**config.mk**
```make
export PLATFORM = sky130hd
export DESIGN_NAME = tdoa_capture_counter
export DESIGN_NICKNAME = d
export VERILOG_FILES = /design/src/rtl/tdoa_capture_counter.sv
export SDC_FILE = /design/constraint.sdc
export NUM_CORES = 1
export LEC_CHECK = 0
export CAP_MARGIN = 5
export CORE_ASPECT_RATIO = 0.7
export CORE_UTILIZATION = 43
export CTS_CLUSTER_DIAMETER = 50
export DETAILED_ROUTE_END_ITERATION = 8
export PLACE_DENSITY = 0.83
export REMOVE_ABC_BUFFERS = 1
export SYNTH_ARGS = -nofsm -noshare
export SYNTH_HDL_FRONTEND = slang
export SYNTH_SLANG_ARGS = --single-unit
```
**constraint.sdc**
```tcl
create_clock -name clk -period 1.6 [get_ports clk]
set_input_delay 0.32 -clock clk [delete_from_list [all_inputs] [get_ports clk]]
set_output_delay 0.32 -clock clk [all_outputs]
set_load 0.05 [all_outputs]
```
**src/rtl/tdoa_capture_counter.sv**
```systemverilog
// tdoa_capture_counter
//   Free-running timebase for hydrophone time-difference-of-arrival work.
//   A WIDTH-bit counter (clear/hold/load/count) with wrap or saturate on
//   overflow and a sticky overflow flag, plus NUM_CH first-hit timestamp
//   capture lanes that all re-arm on a single arm strobe.
//
//   Ports
//     clk           system clock, rising edge
//     reset_b       asynchronous active-low reset
//     counter_sel   00 clear, 01 hold, 10 load, 11 count
//     load_value    value taken when counter_sel = 10
//     arm           clears all captures, channels re-arm next cycle
//     ch_trig       per-channel detect, level sampled
//     counter_value current counter register
//     overflow      sticky, set when a count hits the limit
//     cap_value     timestamps, channel i at [i*WIDTH +: WIDTH]
//     cap_valid     channel i has captured since last arm
//     all_valid     AND of cap_valid

// One capture lane: latches the pre-update counter on the first trigger
// after arm, then ignores the channel until the next arm or reset.
module tdoa_cap_lane #(
  parameter int WIDTH = 20
) (
  input  logic             clk,
  input  logic             reset_b,
  input  logic             arm_i,
  input  logic             trig_i,
  input  logic [WIDTH-1:0] cnt_i,
  output logic [WIDTH-1:0] cap_o,
  output logic             vld_o
);
  logic [WIDTH-1:0] cap_q, cap_d;
  logic             vld_q, vld_d;

  always_comb begin
    cap_d = cap_q;
    vld_d = vld_q;
    if (arm_i) begin
      // arm wins over a same-cycle trigger; that trigger is lost
      cap_d = '0;
      vld_d = 1'b0;
    end else if (trig_i && !vld_q) begin
      cap_d = cnt_i;
      vld_d = 1'b1;
    end
  end

  always_ff @(posedge clk or negedge reset_b) begin
    if (!reset_b) begin
      cap_q <= '0;
      vld_q <= 1'b0;
    end else begin
      cap_q <= cap_d;
      vld_q <= vld_d;
    end
  end

  assign cap_o = cap_q;
  assign vld_o = vld_q;
endmodule

module tdoa_capture_counter #(
  parameter int WIDTH    = 20,
  parameter int NUM_CH   = 4,
  parameter int SATURATE = 0
) (
  input  logic                    clk,
  input  logic                    reset_b,
  input  logic [1:0]              counter_sel,
  input  logic [WIDTH-1:0]        load_value,
  input  logic                    arm,
  input  logic [NUM_CH-1:0]       ch_trig,
  output logic [WIDTH-1:0]        counter_value,
  output logic                    overflow,
  output logic [NUM_CH*WIDTH-1:0] cap_value,
  output logic [NUM_CH-1:0]       cap_valid,
  output logic                    all_valid
);
  localparam logic [1:0] SEL_CLR  = 2'b00;
  localparam logic [1:0] SEL_HOLD = 2'b01;
  localparam logic [1:0] SEL_LOAD = 2'b10;
  localparam logic [1:0] SEL_CNT  = 2'b11;

  logic [WIDTH-1:0] cnt_q, cnt_d;
  logic             ovf_q, ovf_d;
  logic             at_max;

  assign at_max = &cnt_q;

  always_comb begin
    cnt_d = cnt_q;
    ovf_d = ovf_q;
    unique case (counter_sel)
      SEL_CLR: begin
        cnt_d = '0;
        ovf_d = 1'b0;
      end
      SEL_HOLD: ;
      SEL_LOAD: begin
        cnt_d = load_value;
        ovf_d = 1'b0;
      end
      SEL_CNT: begin
        if (at_max) begin
          cnt_d = (SATURATE != 0) ? cnt_q : '0;
          ovf_d = 1'b1;
        end else begin
          cnt_d = cnt_q + 1'b1;
        end
      end
      default: ;
    endcase
  end

  always_ff @(posedge clk or negedge reset_b) begin
    if (!reset_b) begin
      cnt_q <= '0;
      ovf_q <= 1'b0;
    end else begin
      cnt_q <= cnt_d;
      ovf_q <= ovf_d;
    end
  end

  assign counter_value = cnt_q;
  assign overflow      = ovf_q;

  // lanes see cnt_q, so a trigger coincident with a sel change records the
  // value before the counter updates
  for (genvar i = 0; i < NUM_CH; i++) begin : g_lane
    tdoa_cap_lane #(.WIDTH(WIDTH)) u_lane (
      .clk    (clk),
      .reset_b(reset_b),
      .arm_i  (arm),
      .trig_i (ch_trig[i]),
      .cnt_i  (cnt_q),
      .cap_o  (cap_value[i*WIDTH +: WIDTH]),
      .vld_o  (cap_valid[i])
    );
  end

  assign all_valid = &cap_valid;
endmodule

```
### Word level (Yosys, flattened, before mapping)

Index checks and enable logic that the tools add are counted.

| word-level totals | value |
|---|---|
| register bits | 105 |
| input bits | 29 |
| output and inout port bits | 106 |
| logic and storage cells | 53 |

| operators by class | value |
|---|---|
| add/sub/neg operators | 1 |
| equality and inequality tests | 3 |
| multiplexer cells | 20 |
| reduce and logical (&&, ||, !) cells | 19 |

Operators by type and width:

| operator | number |
|---|---|
| 2-to-1 mux 20 bit | 9 |
| one-hot mux 20 bit (3 select lines) | 1 |
| adder 20 x 1 -> 20 bit, second input constant | 1 |
| AND reduction 20 bit | 1 |
| nonzero test 2 bit | 5 |
| 2-to-1 mux 1 bit | 9 |
| equality test 2 bit, second input constant | 2 |
| logical AND 1 bit | 4 |
| logical NOT 1 bit | 4 |
| AND reduction 4 bit | 1 |
| nonzero test 3 bit | 1 |
| logical NOT 2 bit | 1 |
| inequality test 2 bit, second input constant | 1 |
| one-hot mux 1 bit (2 select lines) | 1 |
| AND reduction 2 bit | 1 |
| OR reduction 2 bit | 1 |

### Depth between registers and ports, before layout

| depth | value |
|---|---|
| depth after elaboration | 4 |
| gate-level depth with buffers | 7 |
| gate-level depth less buffers | 6 |

### Modules after synthesis

A second synthesis with hierarchy kept.

| second synthesis, totals | value |
|---|---|
| cell total of the unflattened synthesis | 519 |
| area total of the unflattened synthesis | 6143.4 um2 |

By module, submodules not included:

| module | instances | cells an instance | area an instance (um2) | seq. area each (um2) |
|---|---|---|---|---|
| tdoa_cap_lane | 4 | 94 | 1222.4 | 525.5 |
| tdoa_capture_counter | 1 | 143 | 1253.7 | 525.5 |

### Worst setup path before layout

No wires, ideal clock.

| timing path | value |
|---|---|
| kind | register -> register |
| start | reg cnt_q[1], in the netlist counter_value[1] |
| end | reg cnt_q[15], in the netlist counter_value[15] |
| setup time | 0.124 ns |
| arrival time | 2.004 ns |
| slack | -0.528 ns |
| stages on the path, launching flop included | 8 |
| path buffers | 1 |
| period minus slack after synthesis | 2.128 ns |
| cells stage by stage | dfrtp_1 ha_1 nand4_1 nor2_2 and2_4 buf_6 nor3b_1 a211o_1 |

| between the ends | value |
|---|---|
| word-level cells in the longest chain between the ends | 3 |
| elaborated cells between the ends (all ways) | 4 |

Ends and longest elaborated chain:

| element | RTL line | text |
|---|---|---|
| start, declared | 85 | `logic [WIDTH-1:0] cnt_q, cnt_d;` |
| start signal, assigned | 121 | `cnt_q <= cnt_d;` |
| adder 20 x 1 -> 20 bit or AND reduction 20 bit (tied branches) | 109, 89 |  |
| 2-to-1 mux 20 bit * | 105 | `if (at_max) begin` |
| one-hot mux 20 bit (3 select lines) * | 94 | `unique case (counter_sel)` |

Every way passes the cells marked *; elsewhere a longest branch is shown, timed or not.
A chain may end at the register's enable or synchronous reset.

### Final worst setup path

| timing path | value |
|---|---|
| start | reg cnt_q[0], in the netlist counter_value[0] |
| end | reg cnt_q[10], in the netlist counter_value[10] |

Same word-level chain as after synthesis.

==> results.py <==
metrics = {
    "finish": {
        "area_growth_pct": 47.5,
        "fill_cells": 832,
        "layout.nets": 723,
        "utilization_pct": 66.8,
        "multiInputGateArea_sq_mm": 0.00194,
        "seq_area_sq_mm": 0.00263,
        "final_cells": 845,
        "diodes": 0,
        "layout-drive-gt1-share_pct": 29.1,
        "stdcell_area_sq_mm": 0.00708,
    },
    "timing": {
        "setup_viol_count_final": 2,
        "clock-skew-final_ns": 0.00627,
        "max_freq_mhz": 623,
        "hold_viol": 0,
        "rsz0062_at_grt": "true",
        "slew_headroom_pct": 73.2,
        "slew_violations": 0,
        "period_share_pct": 100,
        "setup-tns-final_ns": -0.00768,
        "hold_slack_ns": 0.344,
        "fin_crit_ns": 1.61,
        "worstMarginPinSlew_ns": 0.402,
        "setup_ws_ns": -0.00592,
    },
    "run_status": {
        "violations": "negative setup slack",
        "status": "finished, violations left",
    },
    "logic_synthesis": {
        "netlist_area_sq_mm": 0.00480,
        "yosys_most_used_dff": "dfrtp_1",
        "synth_top_area_cell": "dfrtp_1",
        "synth_top_area_share_pct": 54.8,
        "synth_edf_count": 0,
        "avgSynthCellArea_sq_um": 8.90,
        "synthCells": 539,
        "yosysWarnings": 0,
        "synth-seq-cells": 105,
        "yosysSeqAreaShare_pct": 54.8,
        "async_flop_share_pct": 100,
        "synth_area_leaders": "dfrtp_1 55%, nand2_1 14%, a21oi_1 8.8%",
        "synth_cell_types": 44,
    },
    "setup_path": {
        "critical_path_required_ns": 1.84,
        "start_kind": "register",
        "crit_fanout": 6,
        "end_kind": "register",
        "path_class": "register to register",
        "arrival_ns": 1.85,
    },
    "clocking": {
        "clkTransAtPathRegs_ns": 0.07,
        "numCtsBuffers": 9,
        "cts_tree": "yes",
        "clk_latency_ns": 0.35,
        "clock_sinks": 105,
        "htreeDepth": 3,
        "clk_path_buf_depth": 2,
        "cts_root_buf": "clkbuf_16",
    },
    "grt": {
        "antenna_found_initial": 0,
        "track_usage_pct": 27.0,
        "grt_pass1_wl_um": 23900,
        "grt_pass1_vias": 4489,
        "grt_max_degree": 85,
        "grt_overflow": 0,
    },
    "job": {
        "cap_violations": 0,
    },
    "routing": {
        "avgViaCountPerCell": 5.48,
        "vias": 4628,
        "drt_iter0_markers": 340,
        "post-route-drc-count": 0,
        "ant_nets": 0,
        "routed_wl_um": 15200,
        "wl_per_cell_um": 18.0,
        "dr.pass1.iters": 5,
    },
    "placed_design": {
        "placed_area_sq_mm": 0.00662,
        "gp_congestion": 0.874,
        "dp_cells": 821,
        "dp_hpwl_um": 10500,
        "port_buffers": 134,
        "place_worst_setup_slack_ns": -0.113,
    },
    "pwr": {
        "p_leak_nw": 3.27,
        "ir_worst_vdd_mv": 1.02,
        "power_mw": 7.29,
        "p_per_area_mw_per_mm2": 1030,
    },
    "worst_hold_path": {
        "hold_class": "input pin to async pin",
    },
    "floorplanning": {
        "die_w_um": 128,
        "fp.coreArea_sq_mm": 0.0106,
        "die_h_um": 90.4,
        "fp-row-count": 31,
        "start_util_pct": 45.3,
        "io_pins": 135,
        "dieArea_sq_mm": 0.0116,
    },
}
==> layout by cell type, fill, tap and decap left out, types with 2 or more instances in the layout <==
master,instances
o21ai_1,3
nand3_1,10
nor4_4,2
bufinv_16,3
a21oi_1,84
a22o_1,10
dfrtp_2,3
inv_1,5
nor2_1,15
nand3b_1,2
a211o_1,3
xnor2_1,5
nand2b_1,5
buf_6,2
xor2_1,2
buf_12,33
nand2_1,178
nand4_1,4
clkbuf_16,9
nor2b_1,7
clkdlybuf4s50_1,26
dfrtp_1,102
nand2_2,2
and3_1,4
nor3b_1,4
buf_4,134
nand3_2,2
a31o_1,3
a32o_1,3
o21ai_0,5
nand4b_1,5
==> synth_stat cells (all sizes together) (3+ instances only) <==
cell type  number
a211o           3
a21oi          84
a22o           10
a31o            3
a32o            3
and3            4
buf            23
clkbuf         32
dfrtp         105
inv             5
nand2         180
nand2b          5
nand3          13
nand4           5
nand4b          5
nor2           16
nor2b           7
nor3b           4
nor4            4
o21ai           8
xnor2           5
==> cell type report <==
| class | count | area share, % |
|---|---|---|
| inverter | 5 | 0.265 |
| clock inverter | 6 | 1.63 |
| sequential | 105 | 37.2 |
| multi-input combinational | 375 | 27.4 |
| timing repair buffer | 197 | 27.8 |
| clock buffer | 9 | 3.18 |
| tap | 148 | 2.62 |
==> power breakdown <==
group          leakage [nW]  switching [mW]  total [mW]  internal, mW
sequential             1.41           0.117        2.92          2.80
combinational          1.70            1.14        1.84         0.693
clock                 0.162            1.01        2.54          1.53
total                  3.27            2.27        7.29          5.02
==> per-layer routing <==
layer / vias to the layer above / track usage, % / part of all wire, %
li1: 2092 / - / -
met1: 2230 / 35.8 / 41
met2: 280 / 40.7 / 46
met3: 26 / 9.72 / 11
met4: 0 / 9.12 / 1.7
met5: - / 0 / 0
==> sequential cells by signal, indices dropped and copies added (netlist names) <==
register / flops
counter_value: 20
g_lane.u_lane.cap_o: 80
g_lane.u_lane.vld_o: 4
overflow: 1
==> path summary, 6_finish.rpt <==
kind / startpoint / end / slack [ns] / cells past startpoint
worst max register to register: counter_value[0] / counter_value[10] / -0.006 / 7
worst min-delay path: reset_b / g_lane[1].u_lane.cap_o[15] / 0.34 / 2
max in group asynchronous: reset_b / g_lane[2].u_lane.cap_o[13] / 0.70 / 3
worst max-delay path: counter_value[0] / counter_value[10] / -0.006 / 7
min in group clk: arm / g_lane[1].u_lane.cap_o[13] / 0.46 / 3
worst min register to register: g_lane[2].u_lane.cap_o[11] / g_lane[2].u_lane.cap_o[11] / 0.52 / 2
==> cell families after synthesis <==
group	Yosys count	share of synthesized area, %
AOI/OAI and AO/OA	116	14.1
muxes	1	0.235
and+or+nand+nor	249	23.5
adders and majority gates	1	0.261
DFF	105	54.8
buffers and inverters	60	5.84
xor gates and xnor gates	7	1.28
==> what timing repair did <==
item                                   in CTS  in global routing
hold buffers                                1                  0
endpoints found under the hold margin       6                  0
setup buffers                               1                  7
cloned                                      1                  0
pin swaps                                   3                 13
setup endpoints to repair                   3                 16
resized for setup                           3                 10
==> critical path, stage by stage, from the launching register on <==
cell and delay, ns:
dfrtp_1 0.38, ha_2 0.19, nand4_1 0.17, nor2_4 0.19, buf_6 0.14, nand3_1 0.09
xnor2_1 0.16, a22o_1 0.19
(Power assumes the default switching activity.)
